**src/rtl/countdown_timer.sv**
```systemverilog
// Remaining-time counter: holds a track duration as BCD digits (m0, s1, s0),
// counts down on 1 Hz ticks while running, applies seek skips and flags expiry.
module countdown_timer #(
   parameter int DIGIT_W     = 6,
   parameter int MAX_MINUTES = 9
) (
   input  logic               clk,
   input  logic               reset,
   input  logic               tick,
   input  logic               count,
   input  logic               load,
   input  logic [DIGIT_W-1:0] load_m0,
   input  logic [DIGIT_W-1:0] load_s1,
   input  logic [DIGIT_W-1:0] load_s0,
   input  logic               skip,
   input  logic [5:0]         skip_secs,
   output logic [DIGIT_W-1:0] seconds0,
   output logic [DIGIT_W-1:0] seconds1,
   output logic [DIGIT_W-1:0] minutes0,
   output logic               running,
   output logic               zero,
   output logic               done,
   output logic               load_err
);

   typedef enum logic [1:0] {
      ST_IDLE    = 2'd0,
      ST_ARMED   = 2'd1,
      ST_RUN     = 2'd2,
      ST_EXPIRED = 2'd3
   } state_t;

   state_t             state_q, state_d;
   logic [DIGIT_W-1:0] m0_q, m0_d;
   logic [DIGIT_W-1:0] s1_q, s1_d;
   logic [DIGIT_W-1:0] s0_q, s0_d;
   logic               done_q, done_d;
   logic               err_q, err_d;

   logic               load_ok_s;
   logic               load_zero_s;
   logic               active_s;
   logic [6:0]         dec_s;
   logic [9:0]         t_cur_s;
   logic [9:0]         t_next_s;
   logic [9:0]         t_rem60_s;

   // Total seconds of a BCD duration; 9:59 is 599, so 10 bits never overflow.
   function automatic logic [9:0] to_secs(input logic [DIGIT_W-1:0] m,
                                          input logic [DIGIT_W-1:0] t,
                                          input logic [DIGIT_W-1:0] u);
      return (10'(m) * 10'd60) + (10'(t) * 10'd10) + 10'(u);
   endfunction

   // Next-state, next-digit and pulse computation.
   always_comb begin
      state_d     = state_q;
      m0_d        = m0_q;
      s1_d        = s1_q;
      s0_d        = s0_q;
      done_d      = 1'b0;
      err_d       = 1'b0;
      load_ok_s   = (load_s0 <= DIGIT_W'(9)) && (load_s1 <= DIGIT_W'(5)) &&
                    (load_m0 <= DIGIT_W'(MAX_MINUTES));
      load_zero_s = (load_m0 == '0) && (load_s1 == '0) && (load_s0 == '0);
      active_s    = (state_q == ST_ARMED) || (state_q == ST_RUN);
      dec_s       = (skip ? {1'b0, skip_secs} : 7'd0) +
                    ((tick && (state_q == ST_RUN)) ? 7'd1 : 7'd0);
      t_cur_s     = to_secs(m0_q, s1_q, s0_q);
      t_next_s    = (t_cur_s > 10'(dec_s)) ? (t_cur_s - 10'(dec_s)) : 10'd0;
      t_rem60_s   = t_next_s % 10'd60;

      if (load) begin
         // A load wins over skip/tick; a rejected load leaves everything alone.
         if (load_ok_s) begin
            m0_d    = load_m0;
            s1_d    = load_s1;
            s0_d    = load_s0;
            state_d = load_zero_s ? ST_IDLE : ST_ARMED;
         end else begin
            err_d = 1'b1;
         end
      end else if (active_s) begin
         m0_d = DIGIT_W'(t_next_s / 10'd60);
         s1_d = DIGIT_W'(t_rem60_s / 10'd10);
         s0_d = DIGIT_W'(t_rem60_s % 10'd10);
         if (t_next_s == 10'd0) begin
            state_d = ST_EXPIRED;
            done_d  = 1'b1;
         end else begin
            case (state_q)
               ST_ARMED: state_d = count ? ST_RUN : ST_ARMED;
               ST_RUN:   state_d = count ? ST_RUN : ST_ARMED;
               default:  state_d = state_q;
            endcase
         end
      end else begin
         state_d = state_q;
      end
   end

   // State, digit and pulse registers.
   always_ff @(posedge clk or negedge reset) begin
      if (!reset) begin
         state_q <= ST_IDLE;
         m0_q    <= '0;
         s1_q    <= '0;
         s0_q    <= '0;
         done_q  <= 1'b0;
         err_q   <= 1'b0;
      end else begin
         state_q <= state_d;
         m0_q    <= m0_d;
         s1_q    <= s1_d;
         s0_q    <= s0_d;
         done_q  <= done_d;
         err_q   <= err_d;
      end
   end

   assign minutes0 = m0_q;
   assign seconds1 = s1_q;
   assign seconds0 = s0_q;
   assign running  = (state_q == ST_RUN);
   assign zero     = (m0_q == '0) && (s1_q == '0) && (s0_q == '0);
   assign done     = done_q;
   assign load_err = err_q;

endmodule

```
**config.mk**
```make
export PLATFORM = sky130hd
export DESIGN_NAME = countdown_timer
export DESIGN_NICKNAME = d
export VERILOG_FILES = /design/src/rtl/countdown_timer.sv
export SDC_FILE = /design/constraint.sdc
export NUM_CORES = 1
export LEC_CHECK = 0
export CORE_MARGIN = 4
export CORE_UTILIZATION = 50
export CTS_CLUSTER_DIAMETER = 150
export DETAILED_ROUTE_END_ITERATION = 16
export PLACE_DENSITY = 0.73
export SYNTH_ARGS = -nofsm -noshare
export SYNTH_HDL_FRONTEND = slang
export SYNTH_SLANG_ARGS = --single-unit
```
**constraint.sdc**
```tcl
create_clock -name clk -period 11.1 [get_ports clk]
set_input_delay 2.22 -clock clk [delete_from_list [all_inputs] [get_ports clk]]
set_output_delay 2.22 -clock clk [all_outputs]
set_load 0.05 [all_outputs]
```
==> parameters.txt <==
Parameter                              Value

Clock network
  CTS tree    done
  Post-CTS setup repair buffer count    0
  Number of hold-repair buffers added at the cts stage    0
  CTS root buffer    sky130_fd_sc_hd__clkbuf_8
  Clock-pin transition on the worst setup and hold timing paths    about 90 ps
  Count of clock tree sinks    22
  Quantity of gates resized following cts    0
  Level count of the clock H-tree    1
  Clock Tree Buf Depth    2
  Number of buffers created by CTS    3
  Clock insertion delay at the later pin of the skew report    roughly 270 ps

Floorplan
  Number of core rows    32
  Die width    roughly 97 µm
  Core Region    slightly below 0.008 mm²
  Die outline height    96.8 µm
  Starting density of the core    51.3%
  Area enclosed by the die boundary    0.00937 mm²
  Boundary pin count    52

STA
  Time the final worst path needs with I/O delays and setup    9050 ps
  Final setup violation count    0
  Worst Clk Skew    approximately 12 ps
  Achievable clock frequency    110 MHz
  Unrepaired setup endpoints after global routing    no
  Hold WS    502 ps
  Fraction of the cycle the final worst path needs    81.6%
  Slew Viols, Final    0
  Number of failing hold endpoints at the final stage    0
  Tightest Pin Transition    960 ps
  Accumulated negative setup slack    0 ps
  Headroom to the max-slew limit    approximately 36%

Logic synthesis
  Dominant cell type by area after synthesis    sky130_fd_sc_hd__dfrtp_1
  Seq cells post-synth    22
  Dominant cells by area after synthesis    sky130_fd_sc_hd__dfrtp_1, sky130_fd_sc_hd__ha_1, sky130_fd_sc_hd__fa_1
  Number of library cell types mapped by synthesis    77
  Sequential area share after synthesis    14.0%
  Mean post-synth cell area    7.89 µm²
  Most used flip-flop cell after synthesis    sky130_fd_sc_hd__dfrtp_1
  Top-count cell post-synth    sky130_fd_sc_hd__nand2_1
  Number of flops mapped to enable cells by yosys    0
  Share of synthesized flip-flops with an asynchronous set or reset    100%
  Area share of the largest cell type after synthesis    14.0%
  Synthesized netlist net count    approximately 590
  Instance count of the mapped netlist    500
  Post-synthesis cell area    0.00394 mm²
  Leading cell types by count after synthesis    sky130_fd_sc_hd__nand2_1, sky130_fd_sc_hd__ha_1, sky130_fd_sc_hd__inv_1, sky130_fd_sc_hd__a21oi_1, sky130_fd_sc_hd__nor2_1
  Synth warn    0

Setup path
  CP required    11,250 ps
  Most numerous cell on the critical path    sky130_fd_sc_hd__ha_1
  Cell at the slowest stage of the critical path    sky130_fd_sc_hd__a21boi_1
  Maximum net fanout on the critical path    10
  Worst Setup Start Kind    primary input
  Arrival @ worst endpoint    9210 ps
  Worst setup path category    primary input to register
  Worst path max stage delay    660 ps
  Crit end category    register

Final layout
  Number of nets in the layout    ~630
  Fin cells    646
  Area grow syn2layout    16.9%
  Fraction of final layout cells sized beyond drive strength 1    4.96%
  Antenna diode count    0
  Filler cell count    slightly above 700
  Utilization after layout    60.0%

Routing
  Number of DRC violations after detailed routing    0
  Post-detailed-route via-to-cell ratio    6.26
  Number of detailed-route iterations in the first pass    5
  Vias after detailed routing    4,045
  Routed length per instance    approximately 17 µm
  Antenna Violating Nets Remaining    0
  Violation count after the first detailed-route iteration    275
  Total length of routed wires    11,200 µm

Place
  DP Wirelength    approximately 9000 µm
  Port buffer count    a little over 50
  GP Congestion    0.946
  Number of instances in the placed design    642

Global routing
  Pin count of the biggest net entering global routing    23
  Total track usage    around 23%
  Via count of the first global-routing pass    around 3.8k
  Congestion Overflow GR    0
  Global-route wire length before repair    18,300 µm
  Initial antenna violation count    0

Worst hold path
  Type of the tightest min-delay check    register to register

Outcome
  Result of the run    complete, no violations

Run
  Maxcap violations    0
worst paths after layout:
kind	start	end	cells past startpoint	slack, ps
setup / recovery	skip	seconds0[3]	27	2050
hold / removal	state_q[0]	state_q[0]	2	500
setup reg to reg	minutes0[0]	seconds0[3]	28	2170
hold reg to reg	state_q[0]	state_q[0]	2	500
max in group asynchronous	reset	seconds0[0]	1	8030
min in group asynchronous	reset	seconds1[5]	1	2480
metrics by stage:
| stage | area (µm²) | setup WS (ps) |
|---|---|---|
| 2_1_floorplan | 3940 | 2870 |
| 3_3_place_gp | 4540 | 2070 |
| 3_5_place_dp | 4540 | 1990 |
| 4_1_cts | 4610 | 2250 |
| 5_1_grt | 4610 | 1580 |
| 6_report | 4610 | 2050 |
critical path, delay by kind of cell:
kind	cells	cell delay (ps)
AOI/OAI and AO/OA	11	3370
xor gates and xnor gates	1	140
adders and majority gates	4	1120
buffers and inverters	1	580
muxes	1	360
and+or+nand+nor	9	1410
cells by family (layout without fill, tap and decap cells):
| kind of cell | count (synthesis) | after routing | share of synthesized area [%] |
|---|---|---|---|
| and+or+nand+nor | 185 | 185 | 24.2 |
| DFF | 22 | 22 | 14.0 |
| adders and majority gates | 59 | 59 | 21.7 |
| buffers and inverters | 55 | 99 | 5.33 |
| AOI/OAI and AO/OA | 152 | 152 | 28.0 |
| xor gates and xnor gates | 21 | 21 | 5.01 |
| muxes | 6 | 6 | 1.84 |
flip-flops by register name (all words and copies together) (netlist names):
name      flops
minutes0      6
state_q       2
load_err      1
done          1
seconds0      6
seconds1      6
cells in the final DEF, fill, tap and decap left out, types with 16 or more instances in the layout:
cell type                         instances
sky130_fd_sc_hd__ha_1                    42
sky130_fd_sc_hd__clkdlybuf4s50_1         51
sky130_fd_sc_hd__nand3_1                 18
sky130_fd_sc_hd__a21oi_1                 34
sky130_fd_sc_hd__inv_1                   42
sky130_fd_sc_hd__fa_1                    16
sky130_fd_sc_hd__nor2_1                  31
sky130_fd_sc_hd__dfrtp_1                 22
sky130_fd_sc_hd__nand2_1                 51
sky130_fd_sc_hd__o21ai_0                 21
sky130_fd_sc_hd__nor3_1                  24
cell type report:
| cell class | instances | area [µm²] | area share (%) |
|---|---|---|---|
| Timing Repair Buffer | 52 | 518 | 11.2 |
| Sequential cell | 22 | 551 | 11.9 |
| Multi-Input combinational cell | 423 | 3180 | 69.0 |
| Clock inverter | 1 | 30.0 | 0.651 |
| Clock buffer | 3 | 41.3 | 0.895 |
| Tap cell | 102 | 128 | 2.77 |
| Inverter | 43 | 161 | 3.50 |
per-layer routing:
metal  part of all wire, %  track usage (%)
met5                     0                0
met4                   1.3             3.24
met3                   5.4             1.73
met2                    49             40.8
met1                    44             30.9
Power is not shown: default switching activity piles up to over one toggle a cycle in this logic, so the estimate is an artifact.
